--- src/rtl/array_21_rw_ctrl_if.sv ---
// Request/response and RW0 SRAM port bundle for array_21_rw_ctrl.
// The master side is the cache pipeline plus the array wrapper; the slave side is the controller.
interface array_21_rw_ctrl_if #(
  parameter int ADDR_W = 12,
  parameter int DATA_W = 256,
  parameter int MASK_W = 16
);
  logic              req_valid;
  logic              req_ready;
  logic              req_write;
  logic [ADDR_W-1:0] req_addr;
  logic [DATA_W-1:0] req_wdata;
  logic [MASK_W-1:0] req_wmask;
  logic              resp_valid;
  logic              resp_ready;
  logic [DATA_W-1:0] resp_rdata;
  logic              init_done;
  logic              RW0_clk;
  logic              RW0_en;
  logic              RW0_wmode;
  logic [ADDR_W-1:0] RW0_addr;
  logic [DATA_W-1:0] RW0_wdata;
  logic [MASK_W-1:0] RW0_wmask;
  logic [DATA_W-1:0] RW0_rdata;

  modport master (
    output req_valid, req_write, req_addr, req_wdata, req_wmask, resp_ready, RW0_rdata,
    input  req_ready, resp_valid, resp_rdata, init_done,
    input  RW0_clk, RW0_en, RW0_wmode, RW0_addr, RW0_wdata, RW0_wmask
  );

  modport slave (
    input  req_valid, req_write, req_addr, req_wdata, req_wmask, resp_ready, RW0_rdata,
    output req_ready, resp_valid, resp_rdata, init_done,
    output RW0_clk, RW0_en, RW0_wmode, RW0_addr, RW0_wdata, RW0_wmask
  );
endinterface

--- src/rtl/array_21_rw_ctrl.sv ---
// Requester-side RW0 SRAM controller with in-order, credit-limited read response FIFO.
// Optional zero-fill sweep after reset: define ARRAY21_RW_CTRL_INIT_EN.

module array_21_rw_ctrl_chk (
  input logic i_clock,
  input logic i_reset,
  input logic i_push,
  input logic i_pop,
  input logic i_full
);
  a_no_overflow: assert property (@(posedge i_clock) disable iff (i_reset)
    !(i_push && i_full && !i_pop));
endmodule

module array_21_rw_ctrl #(
  parameter int ADDR_W     = 12,
  parameter int DATA_W     = 256,
  parameter int RESP_DEPTH = 4
) (
  input logic                clock,
  input logic                reset,
  array_21_rw_ctrl_if.slave  bus
);
  localparam int PTR_W = (RESP_DEPTH > 1) ? $clog2(RESP_DEPTH) : 1;
  localparam int CNT_W = $clog2(RESP_DEPTH + 1);

  typedef enum logic [0:0] {ST_INIT = 1'b0, ST_RUN = 1'b1} state_t;

  state_t            r_state;
  state_t            w_state_nxt;
  logic [ADDR_W-1:0] w_sweep;
  logic              w_sweep_last;
  logic              w_req_ready;
  logic              w_fire;
  logic              w_rw0_en;
  logic              w_rw0_wmode;
  logic [ADDR_W-1:0] w_rw0_addr;
  logic [DATA_W-1:0] w_rw0_wdata;
  logic [bus.MASK_W-1:0] w_rw0_wmask;
  logic              w_push;
  logic              w_pop;
  logic              w_full;
  logic [CNT_W:0]    w_credits;

  logic              r_inflight;
  logic [CNT_W-1:0]  r_count;
  logic [PTR_W-1:0]  r_wr_ptr;
  logic [PTR_W-1:0]  r_rd_ptr;
  logic [DATA_W-1:0] r_mem [RESP_DEPTH];

  function automatic logic [PTR_W-1:0] ptr_inc(input logic [PTR_W-1:0] p);
    return (p == PTR_W'(RESP_DEPTH - 1)) ? '0 : p + PTR_W'(1);
  endfunction

`ifdef ARRAY21_RW_CTRL_INIT_EN
  localparam state_t ST_RESET = ST_INIT;
  logic [ADDR_W-1:0] r_sweep;

  // Sweep address holds at the last entry so it never wraps.
  always_ff @(posedge clock) begin
    if (reset) begin
      r_sweep <= '0;
    end else if (r_state == ST_INIT && !w_sweep_last) begin
      r_sweep <= r_sweep + ADDR_W'(1);
    end else begin
      r_sweep <= r_sweep;
    end
  end

  assign w_sweep      = r_sweep;
  assign w_sweep_last = (r_sweep == {ADDR_W{1'b1}});
`else
  localparam state_t ST_RESET = ST_RUN;
  assign w_sweep      = '0;
  assign w_sweep_last = 1'b1;
`endif

  always_ff @(posedge clock) begin
    if (reset) begin
      r_state <= ST_RESET;
    end else begin
      r_state <= w_state_nxt;
    end
  end

  // Credits count both queued and in-flight reads, so resp_ready never reaches req_ready.
  assign w_credits = {1'b0, r_count} + {{CNT_W{1'b0}}, r_inflight};
  assign w_fire    = bus.req_valid && w_req_ready;

  always_comb begin
    w_state_nxt = r_state;
    w_req_ready = 1'b0;
    w_rw0_en    = 1'b0;
    w_rw0_wmode = 1'b0;
    w_rw0_addr  = bus.req_addr;
    w_rw0_wdata = bus.req_wdata;
    w_rw0_wmask = bus.req_wmask;
    case (r_state)
      ST_INIT: begin
        w_rw0_en    = 1'b1;
        w_rw0_wmode = 1'b1;
        w_rw0_addr  = w_sweep;
        w_rw0_wdata = '0;
        w_rw0_wmask = '1;
        if (w_sweep_last) begin
          w_state_nxt = ST_RUN;
        end else begin
          w_state_nxt = ST_INIT;
        end
      end
      ST_RUN: begin
        w_req_ready = (w_credits < (CNT_W + 1)'(RESP_DEPTH));
        w_rw0_en    = bus.req_valid && w_req_ready;
        w_rw0_wmode = bus.req_valid && w_req_ready && bus.req_write;
      end
      default: begin
        w_state_nxt = ST_RESET;
      end
    endcase
  end

  assign w_push = r_inflight;
  assign w_pop  = (r_count != '0) && bus.resp_ready;
  assign w_full = (r_count == CNT_W'(RESP_DEPTH));

  always_ff @(posedge clock) begin
    if (reset) begin
      r_inflight <= 1'b0;
      r_count    <= '0;
      r_wr_ptr   <= '0;
      r_rd_ptr   <= '0;
    end else begin
      r_inflight <= w_fire && !bus.req_write;
      r_wr_ptr   <= w_push ? ptr_inc(r_wr_ptr) : r_wr_ptr;
      r_rd_ptr   <= w_pop  ? ptr_inc(r_rd_ptr) : r_rd_ptr;
      case ({w_push, w_pop})
        2'b10:   r_count <= r_count + CNT_W'(1);
        2'b01:   r_count <= r_count - CNT_W'(1);
        default: r_count <= r_count;
      endcase
    end
  end

  // Read data is captured the cycle after its read-enable.
  always_ff @(posedge clock) begin
    if (w_push) begin
      r_mem[r_wr_ptr] <= bus.RW0_rdata;
    end
  end

  assign bus.req_ready  = w_req_ready;
  assign bus.resp_valid = (r_count != '0);
  assign bus.resp_rdata = r_mem[r_rd_ptr];
  assign bus.init_done  = (r_state == ST_RUN);
  assign bus.RW0_clk    = clock;
  assign bus.RW0_en     = w_rw0_en;
  assign bus.RW0_wmode  = w_rw0_wmode;
  assign bus.RW0_addr   = w_rw0_addr;
  assign bus.RW0_wdata  = w_rw0_wdata;
  assign bus.RW0_wmask  = w_rw0_wmask;

  array_21_rw_ctrl_chk u_chk (
    .i_clock (clock),
    .i_reset (reset),
    .i_push  (w_push),
    .i_pop   (w_pop),
    .i_full  (w_full)
  );
endmodule

--- src/flat_wrapper.sv ---
// flat-port wrapper written by rule: the top's interface ports become plain ports
module array_21_rw_ctrl_flat 
#(
  parameter int ADDR_W     = 12,
  parameter int DATA_W     = 256,
  parameter int RESP_DEPTH = 4
)
  (clock, reset, bus_req_valid, bus_req_write, bus_req_addr, bus_req_wdata, bus_req_wmask, bus_resp_ready, bus_RW0_rdata, bus_req_ready, bus_resp_valid, bus_resp_rdata, bus_init_done, bus_RW0_clk, bus_RW0_en, bus_RW0_wmode, bus_RW0_addr, bus_RW0_wdata, bus_RW0_wmask);
  array_21_rw_ctrl_if #(.ADDR_W(ADDR_W), .DATA_W(DATA_W), .MASK_W(16)) bus_i ();
  input logic clock;
  input logic reset;
  input wire logic [$bits(bus_i.req_valid)-1:0] bus_req_valid;
  input wire logic [$bits(bus_i.req_write)-1:0] bus_req_write;
  input wire logic [$bits(bus_i.req_addr)-1:0] bus_req_addr;
  input wire logic [$bits(bus_i.req_wdata)-1:0] bus_req_wdata;
  input wire logic [$bits(bus_i.req_wmask)-1:0] bus_req_wmask;
  input wire logic [$bits(bus_i.resp_ready)-1:0] bus_resp_ready;
  input wire logic [$bits(bus_i.RW0_rdata)-1:0] bus_RW0_rdata;
  output wire logic [$bits(bus_i.req_ready)-1:0] bus_req_ready;
  output wire logic [$bits(bus_i.resp_valid)-1:0] bus_resp_valid;
  output wire logic [$bits(bus_i.resp_rdata)-1:0] bus_resp_rdata;
  output wire logic [$bits(bus_i.init_done)-1:0] bus_init_done;
  output wire logic [$bits(bus_i.RW0_clk)-1:0] bus_RW0_clk;
  output wire logic [$bits(bus_i.RW0_en)-1:0] bus_RW0_en;
  output wire logic [$bits(bus_i.RW0_wmode)-1:0] bus_RW0_wmode;
  output wire logic [$bits(bus_i.RW0_addr)-1:0] bus_RW0_addr;
  output wire logic [$bits(bus_i.RW0_wdata)-1:0] bus_RW0_wdata;
  output wire logic [$bits(bus_i.RW0_wmask)-1:0] bus_RW0_wmask;
  assign bus_i.req_valid = bus_req_valid;
  assign bus_i.req_write = bus_req_write;
  assign bus_i.req_addr = bus_req_addr;
  assign bus_i.req_wdata = bus_req_wdata;
  assign bus_i.req_wmask = bus_req_wmask;
  assign bus_i.resp_ready = bus_resp_ready;
  assign bus_i.RW0_rdata = bus_RW0_rdata;
  assign bus_req_ready = bus_i.req_ready;
  assign bus_resp_valid = bus_i.resp_valid;
  assign bus_resp_rdata = bus_i.resp_rdata;
  assign bus_init_done = bus_i.init_done;
  assign bus_RW0_clk = bus_i.RW0_clk;
  assign bus_RW0_en = bus_i.RW0_en;
  assign bus_RW0_wmode = bus_i.RW0_wmode;
  assign bus_RW0_addr = bus_i.RW0_addr;
  assign bus_RW0_wdata = bus_i.RW0_wdata;
  assign bus_RW0_wmask = bus_i.RW0_wmask;
  array_21_rw_ctrl #(.ADDR_W(ADDR_W), .DATA_W(DATA_W), .RESP_DEPTH(RESP_DEPTH)) u_core (.clock(clock), .reset(reset), .bus(bus_i));
endmodule
--- config.mk ---
export PLATFORM = sky130hd
export DESIGN_NAME = array_21_rw_ctrl_flat
export DESIGN_NICKNAME = d
export VERILOG_FILES = /design/src/rtl/array_21_rw_ctrl_if.sv /design/src/rtl/array_21_rw_ctrl.sv /design/src/flat_wrapper.sv
export SDC_FILE = /design/constraint.sdc
export NUM_CORES = 1
export LEC_CHECK = 0
export ABC_AREA = 1
export CORE_AREA = 2 2 425 427
export DETAILED_ROUTE_END_ITERATION = 6
export DIE_AREA = 0 0 427 429
export SLEW_MARGIN = 20
export SYNTH_ARGS = -nofsm -noshare
export SYNTH_HDL_FRONTEND = slang
export SYNTH_HIERARCHICAL = 1
export SYNTH_SLANG_ARGS = --single-unit
--- constraint.sdc ---
create_clock -name clock -period 8.6 [get_ports clock]
set_input_delay 0.86 -clock clock [delete_from_list [all_inputs] [get_ports clock]]
set_output_delay 0.86 -clock clock [all_outputs]
set_load 0.01 [all_outputs]
# Yosys cells after proc, flatten, opt, wreduce, memory -nomap -nowiden
# Memory sizes are Yosys's and may differ from the RTL's. A register that Yosys moved wholly into a read port is not among the register bits.
# Cells that the tools add are included.
[word_totals] ff_bits=8 latch_bits=0 mem_bits_rw=1024 rom_bits=0 output_inout_bits=546 elab_cells=29 n_memories=1
[memory_table] name="u_core.r_mem" words=4 width=256 read_ports=1 rd_clocked_by_memory_dff=1 wr=1 line_no="array_21_rw_ctrl.sv:49" source="logic [DATA_W-1:0] r_mem [RESP_DEPTH];"
[op_classes] add_sub_neg=5 multipliers=0 div_mod_pow=0 n_lt_le_gt_ge=1 eq_ne=4 shifts=0 mux=7 bitwise_logic=0 reduce_logical=7
[ops] operator="2-bit 2-to-1 mux" count=4
[ops] operator="2-bit == test (second input constant)" count=3
[ops] operator="3-bit case mux with 2 select lines" count=1
[ops] operator="2-bit by 1-bit adder with 2-bit output (second input constant)" count=2
[ops] operator="3-bit by 1-bit adder with 4-bit output" count=1
[ops] operator="1-bit logical AND" count=4
[ops] operator="4-bit by 3-bit < comparator with 1-bit output (second input constant)" count=1
[ops] operator="3-bit by 1-bit adder with 3-bit output (second input constant)" count=1
[ops] operator="3-bit nonzero test" count=1
[ops] operator="3-bit by 1-bit subtractor with 3-bit output (second input constant)" count=1
[ops] operator="2-bit by 1-bit == test with 1-bit output (second input constant)" count=1
[ops] operator="1-bit 2-to-1 mux" count=2
[ops] operator="2-bit nonzero test" count=1
[ops] operator="1-bit zero test" count=1

# Logic depth before layout (Yosys ltp)
# Gate-level depths: netlist (run 1).
[logic_depth] word_depth=4 mapped_depth=12

==> metrics.txt, run 1 <==
synth top area cells edfxtp_1, o21ai_0, buf_4, nor2_1, o22ai_1; cell row count 155; final hold viol count 0; Netlist cell types 24; vias in the first global route 22590; worst rel slew slack between 10% and 20%; 1st-iter DRT viols between 1500 and 2000; Syn Nets approximately 3400; R2R cell count 5; setup TNS 0 ns; DRC 0; nets@finish ~3600; Worst setup SP type clock port; Post CTS Setup Buffer Count 0; die area approximately 180000 um^2; CP max FO 2; Seq/Total Area, Yosys 76.54%; hold path depth 2; final-layout fill cell count roughly 18000; flop-to-flop setup slack roughly 6 ns; IO Port Bufs approximately 520; max_cap viols 0; Post-synth ARST share 0%; HP Start u_core/r_rd_ptr[1]; Hold-fix buffers, CTS 0; total gr overflow 0; Pleak around 15 nW; global-route wire length before repair 206.1 mm; unrepaired setup endpoints after global routing false; post-synthesis cell area between 40000 and 50000 um^2; count leader, synth edfxtp_1; post_cts resized 0; Top-Level Pins between 1000 and 1500; Hold WS 0.4862 ns; Yosys top cell area share roughly 76%; post-route cell area slightly below 50000 um^2; Hold WC Path Type reg2reg; Crit Path Class clk2out; drt first pass iters 7; Setup-failing EPs final 0; Die X between 400 and 500 um; Post-Syn Instances about 2800; worst ir drop on vdd approximately 0.20 mV; core box area 178000 um^2; largest area contributor in the netlist edfxtp_1; Req. time, crit path between 7 and 8 ns; largest net degree at the start of global routing ~220; Die Y 429 um; WP data arrival around 5 ns; Sequential cell area around 31000 um^2; all-layer global routing usage roughly 17%; Synth top cells by count edfxtp_1, nor2_1, o21ai_0, buf_4, o22ai_1; clock insertion delay at the later pin of the skew report between 0.8 and 0.9 ns; Post-synth EDFFs between 1000 and 1500; Ys Warns 6; antenna viol nets, final 0; Syn Area/Cell between 10 and 15 um^2; DR vias 23820; clock skew approximately 0.063 ns; layout cells sized above 1 approximately 5.6%; Slew Viols, Final 0; synthesized flop and latch total 1034; routed vias/inst around 4.3; P&R area growth vs syn 21.97%; end of the worst register-to-register path u_core/r_mem[0][130]; status complete, no violations; worst-margin pin slew about 1.2 ns; final wirelength around 160 mm; ys flop type edfxtp_1; placed insts approximately 5300; mean routed wirelength per cell 28.97 um; post-DP HPWL 114.7 mm; crit end category output pin; placed inst area 45830 um^2; area of the multi-input gates 6351 um^2; TritonCTS clock tree yes; final RePlAce weighted congestion just over 0.9; Finished Layout Cells roughly 5500; clock slew at reported path FFs 0.06 ns; Starting Density roughly 23%; initial antenna violation count 24; FF-to-FF Start u_core/r_wr_ptr[0]; Cell Pwr Density slightly below 300 nW/um^2
cells by family (layout without fill, tap and decap cells):
group | count (synthesis) | count (layout) | synth area share, %
flip-flops | 1034 | 1034 | 76.54
AO/OA/AOI/OAI | 778 | 778 | 10.42
AND/OR/NAND/NOR | 538 | 538 | 5.038
buffers and inverters | 475 | 752 | 7.751
adder cells (fa/ha/maj) | 7 | 7 | 0.2352
other | 1 | 13 | 0.009274
worst max-delay path, cell delays in order:
cell and delay [ns]:
clkbuf_16 0.12, clkbuf_16 0.13, clkdlybuf4s50_1 0.47
how the worst max path moves through the flow:
| stage | start | to | slack, ns | depth (start not counted) |
|---|---|---|---|---|
| finish | clock | bus_RW0_clk | 2.72 | 3 |
| floorplan | u_core/r_wr_ptr[0] | u_core/r_mem[3][0] | 2.44 | 3 |
| CTS | clock | bus_RW0_clk | 2.72 | 3 |
| global placement | clock | bus_RW0_clk | 2.99 | 1 |
| global route | clock | bus_RW0_clk | 2.70 | 3 |
| detailed placement | clock | bus_RW0_clk | 2.99 | 1 |
placed cells by master (no fill, tap or decap), types with 2 or more instances in the layout:
cell type,instances
inv_16,2
diode_2,12
clkbuf_1,22
bufinv_16,10
nand3_1,6
dfxtp_4,2
inv_1,14
nand2_1,10
clkinv_16,4
ha_1,6
dfxtp_1,8
nor2_1,517
nor3_1,2
clkinvlp_4,2
clkdlybuf4s50_1,521
o22ai_1,256
clkbuf_16,107
a21oi_1,6
inv_6,2
clkinv_1,24
buf_4,9
buf_12,8
o21ai_1,9
inv_8,7
clkinv_2,18
o21ai_0,506
edfxtp_1,1024
metrics by stage:
stage | utilization [%] | power (W) | worst slack (ns)
finish | 27.70 | 0.01430 | 2.722
global route | 27.70 | 0.01485 | 2.704
CTS | 27.68 | 0.01446 | 2.716
detailed placement | 25.74 | 0.009874 | 2.991
global placement | 25.74 | 0.009854 | 2.991
floorplan | - | 0.007848 | 2.442
state kept, by name (all words and copies together) (netlist names), named ones only:
| register | count |
|---|---|
| u_core/r_rd_ptr | 2 |
| u_core/r_inflight | 1 |
| u_core/r_mem | 1024 |
| u_core/r_wr_ptr | 2 |
| u_core/r_count | 3 |
power by group:
| part | total [W] | internal [W] | switching (W) |
|---|---|---|---|
| logic | 0.00398 | 0.00167 | 0.00231 |
| clock network | 0.00458 | 0.00261 | 0.00197 |
| registers | 0.00574 | 0.00565 | 0.0000959 |
| total | 0.0143 | 0.00992 | 0.00438 |
routing by layer:
metal	track usage, %	wire, um
met5	0	82
met4	7.377	6958
met3	11.13	24700
met2	30.67	85510
met1	12.81	41420
final cells by class:
cell class | count | share of cell area, %
timing repair buffer | 537 | 11.02
inverter | 20 | 0.2613
multi-input combinational | 1324 | 12.88
tap | 2355 | 5.975
antenna | 12 | 0.06089
sequential | 1034 | 62.77
clock inverter | 65 | 1.421
clock buffer | 130 | 5.617
No activity file was read; power rests on OpenSTA's default activity.
==> run 2: changes to the inputs <==
- clock period: 8.6 -> 5.5 ns (I/O delays scaled with it)
==> metrics.txt, run 2 (synthesized netlist as in run 1, its figures left out) <==
Starting Density approximately 23%; Hold WC Path Type in2reg; layout cells sized above 1 5.824%; Req. time, crit path 4.95 ns; commonest cells after routing, fill and taps aside edfxtp_1, clkdlybuf4s50_1, nor2_1, o21ai_0, o22ai_1; Crit Path Class reg2out; clock slew at reported path FFs roughly 0.060 ns; Setup-failing EPs final 0; DRC 0; global-route wire length before repair approximately 210 mm; crit path to bus_resp_rdata[140]; sequential power share roughly 40%; CP max stage delay 0.66 ns; Max Fclk 247.3 MHz; Final Cycle Share between 70% and 80%; total gr overflow 0; worst ir drop on vdd between 0.2 and 0.3 mV; switch share 30.67%; largest net degree at the start of global routing around 230; Top-Level Pins around 1100; Die X approximately 430 um; post_cts resized 0; max FFs per register 1024; TritonCTS clock tree yes; switching power between 0.006 and 0.007 W; R2R cell count 5; Clk network pwr share a little under a third; post-DP HPWL about 120 mm; 1st-iter DRT viols roughly 1800; cell row count 155; die area between 150000 and 200000 um^2; final hold viol count 0; P&R area growth vs syn 22.17%; final RePlAce weighted congestion 0.8904; vias in the first global route between 20000 and 25000; antenna viol nets, final 0; post-layout util 27.75%; final wirelength approximately 160 mm; Slew Viols, Final 0; crit-path cells inv_16, buf_12, o21ai_0, o22ai_1, clkdlybuf4s50_1; routed vias/inst 4.358; dpl ws 1.751 ns; all-layer global routing usage approximately 17%; cell internal pwr 0.01544 W; status complete, no violations; leading cell type in the layout, fill and taps excluded edfxtp_1; clock insertion delay at the later pin of the skew report 0.85 ns; FF-to-FF Start u_core/r_wr_ptr[0]; most flop-heavy register u_core/r_mem; Tmin final 4.044 ns; unrepaired setup endpoints after global routing false; Worst setup SP type flop; crit end category output pin; Regs by FF count u_core/r_mem x1024, u_core/r_count x3; CP max FO 230; core box area 178000 um^2; IO Port Bufs roughly 520; setup TNS 0 ns; Crit-path slowest cell clkdlybuf4s50_1; Die Y about 430 um; DR vias about 24000; end of the worst register-to-register path u_core/r_mem[0][128]; initial antenna violation count 27; Cell Pwr Density between 400 and 500 nW/um^2; max_cap viols 0; clock skew slightly below 0.05 ns; Post CTS Setup Buffer Count 0; Hold-fix buffers, CTS 0; drt first pass iters 5; WP data arrival 3.49 ns; setup ws final around 1.5 ns; mean routed wirelength per cell just under 30 um; worst rel slew slack 32.40%; Pleak ~15 nW; nets@finish 3590; flop-to-flop setup slack approximately 2.9 ns; Comb power frac roughly 29%; worst-margin pin slew a little over 1 ns; final-layout fill cell count ~18000
==> run 2: changes by cell type in the layout (fill, tap and decap cells not counted), moves of 4 or more <==
cell / previous run / this run
buf_4: 9 / 16
buf_12: 8 / 14
inv_8: 7 / 1
clkinv_1: 24 / 28
clkinvlp_4: 2 / 6
==> run 2: layout make-up <==
type	count	area [um^2]	share of cell area, %
Timing Repair Buffer	550	5605	11.35
Clock buffer	135	2831	5.732
Inverter	20	113.9	0.2305
Antenna cell	12	30.03	0.06079
Multi-Input combinational cell	1324	6351	12.86
Clock inverter	62	564.3	1.142
Tap cell	2355	2947	5.965
Sequential cell	1034	30960	62.67
==> run 2: worst min-delay path by stage <==
stage	from	to	slack, ns	cells past startpoint
final	bus_req_write	u_core/r_inflight	0.33	2
after global routing	bus_req_write	u_core/r_inflight	0.28	2
after CTS	bus_req_write	u_core/r_inflight	0.24	2
after detailed placement	u_core/r_wr_ptr[1]	u_core/r_wr_ptr[1]	0.53	2
after global placement	u_core/r_wr_ptr[1]	u_core/r_wr_ptr[1]	0.52	2
after floorplan	u_core/r_rd_ptr[1]	flop	0.48	2
==> run 2: power by group through the flow <==
stage	clock network, W	logic (W)	registers (W)
floorplan	0.0000150	0.00320	0.00905
global placement	0.0000185	0.00638	0.00907
detailed placement	0.0000185	0.00640	0.00908
CTS	0.00716	0.00644	0.00891
global route	0.00746	0.00678	0.00892
finish	0.00700	0.00637	0.00891
==> run 2: worst max-delay path: cells and delay by family (launching register included) <==
kind                   cells  cell delay (ns)
AOI/OAI and AO/OA          2             0.41
buffers and inverters      3             1.62
DFF                        1             0.42
==> run 2: stage by stage <==
| step | std cells | hold WS (ns) | total power, W | instance area [um^2] |
|---|---|---|---|---|
| 2_1_floorplan | 2833 | 0.4827 | 0.01226 | 40450 |
| 3_3_place_gp | 5284 | 0.5198 | 0.01548 | 45980 |
| 3_5_place_dp | 5284 | 0.5310 | 0.01550 | 45980 |
| 4_1_cts | 5480 | 0.2432 | 0.02250 | 49370 |
| 5_1_grt | 5491 | 0.2798 | 0.02316 | 49400 |
| 6_report | 5492 | 0.3295 | 0.02228 | 49400 |
==> run 2: per-layer routing <==
layer	track usage [%]	part of all wire, %	wire (um)
met1	12.83	26	41640
met4	7.850	4.7	7525
met2	31.11	54	86580
met5	0.1323	0.064	103
met3	10.60	15	23920
==> run 3: changes to the inputs <==
- CORE_AREA: 2 2 425 427 -> 2 2 423 425
- DIE_AREA: 0 0 427 429 -> 0 0 425 427
- clock period: 5.5 -> 3.3 ns (I/O delays scaled with it)
==> metrics.txt, run 3 (synthesized netlist as in run 1, its figures left out) <==
all-layer global routing usage about 17%; unrepaired setup endpoints after global routing true; initial antenna violation count 27; setup TNS 0 ns; final-layout fill cell count 17840; layout cells sized above 1 approximately 8.4%; Crit Path Class reg2out; Setup-failing EPs final 0; mean routed wirelength per cell just over 30 um; antenna viol nets, final 0; Hold-fix buffers, CTS 0; drt first pass iters 7; DR vias 24580; CP max FO 33; most flop-heavy register u_core/r_mem; Final Cycle Share between 90% and 100%; Worst setup SP type flop; post-DP HPWL between 100 and 150 mm; TritonCTS clock tree yes; total gr overflow 0; Pleak roughly 16 nW; Tmin final approximately 3.2 ns; DRC 0; IO Port Bufs approximately 520; total power 0.03822 W; Req. time, crit path between 2 and 3 ns; crit end category output pin; cell row count about 160; vias in the first global route around 23000; delay-heaviest family, CP buffers and inverters; Slew Viols, Final 0; Die X between 400 and 500 um; global-route wire length before repair approximately 220 mm; Crit-path slowest cell clkdlybuf4s50_1; worst rel slew slack roughly two fifths; CP max stage delay between 0.6 and 0.7 ns; final wirelength about 170 mm; routed vias/inst between 4 and 5; Cell Pwr Density 755.0 nW/um^2; clock slew at reported path FFs approximately 0.060 ns; core box area between 150000 and 200000 um^2; Die Y approximately 430 um; max FFs per register approximately 1000; final RePlAce weighted congestion just over 0.9; clock skew between 0.04 and 0.05 ns; nets@finish around 3700; max_cap viols 0; leading cell type in the layout, fill and taps excluded edfxtp_1; Hold WC Path Type in2reg; clock insertion delay at the later pin of the skew report 0.86 ns; final hold viol count 0; Max Fclk 312.0 MHz; worst-margin pin slew 0.8980 ns; P&R area growth vs syn 25.19%; commonest cells after routing, fill and taps aside edfxtp_1, nor2_1, o21ai_0, clkdlybuf4s50_1, o22ai_1; die area between 150000 and 200000 um^2; Starting Density a little under a quarter; Top-Level Pins about 1100; WP data arrival 2.88 ns; 1st-iter DRT viols about 1800; worst ir drop on vdd about 0.46 mV; Regs by FF count u_core/r_mem x1024, u_core/r_count x3; CP Buf/Inv Count 2; status complete, no violations; largest net degree at the start of global routing about 120; crit-path cells buf_6, o21ai_0, o22ai_1, clkdlybuf4s50_1
[run 3: repair_timing]
item,CTS,global route
gates cloned,7,2
pin swaps,0,1
setup buffers,6,3
gates resized for setup,50,25
setup endpoints to repair,231,40
[run 3: routing by layer]
metal | wire length [um] | GRT usage (%)
met4 | 8645 | 8.853
met2 | 88240 | 31.59
met1 | 46070 | 14.26
met5 | 136 | 0.2381
met3 | 24780 | 11.40
[run 3: final timing paths]
path / startpoint / end / depth (start not counted) / slack [ns]
worst max-delay path: flop / bus_resp_rdata[26] / 4 / 0.09
worst min-delay path: bus_req_write / u_core/r_inflight / 2 / 0.08
worst max register to register: u_core/r_inflight / u_core/r_mem[1][154] / 3 / 1.31
worst min register to register: u_core/r_wr_ptr[1] / u_core/r_wr_ptr[1] / 2 / 0.49
[run 3: power by group]
group	leakage (nW)	switching, W	internal, W
clock	1.67	0.00524	0.00659
combinational	5.27	0.00666	0.00490
sequential	9.33	0.000131	0.0147
total	16.3	0.0120	0.0262
[run 3: cell type report]
cell class	instances	area, um^2	share of cell area (%)
Sequential cell	1034	30960	61.16
Timing Repair Buffer	616	6683	13.20
Multi-Input combinational cell	1324	6397	12.64
Tap cell	2355	2947	5.821
Clock buffer	135	2853	5.636
Clock inverter	66	606.8	1.199
Inverter	20	118.9	0.2348
Antenna cell	14	35.03	0.06921
Timing Repair inverter	1	20.02	0.03955
[run 3: through the flow]
| step | cell area (um^2) | util, % | worst slack, ns | hold WS, ns | instances |
|---|---|---|---|---|---|
| after detailed placement | 46630 | 26.31 | 0.6968 | 0.4873 | 5333 |
| after global routing | 50610 | 28.55 | -0.03192 | 0.03053 | 5563 |
| after CTS | 50440 | 28.45 | -0.01889 | 0.0003202 | 5546 |
| after floorplan | 40470 | - | -1.546 | 0.3950 | 2833 |
| final | 50620 | 28.56 | 0.09472 | 0.08274 | 5565 |
| after global placement | 46630 | 26.31 | 0.6691 | 0.4818 | 5333 |
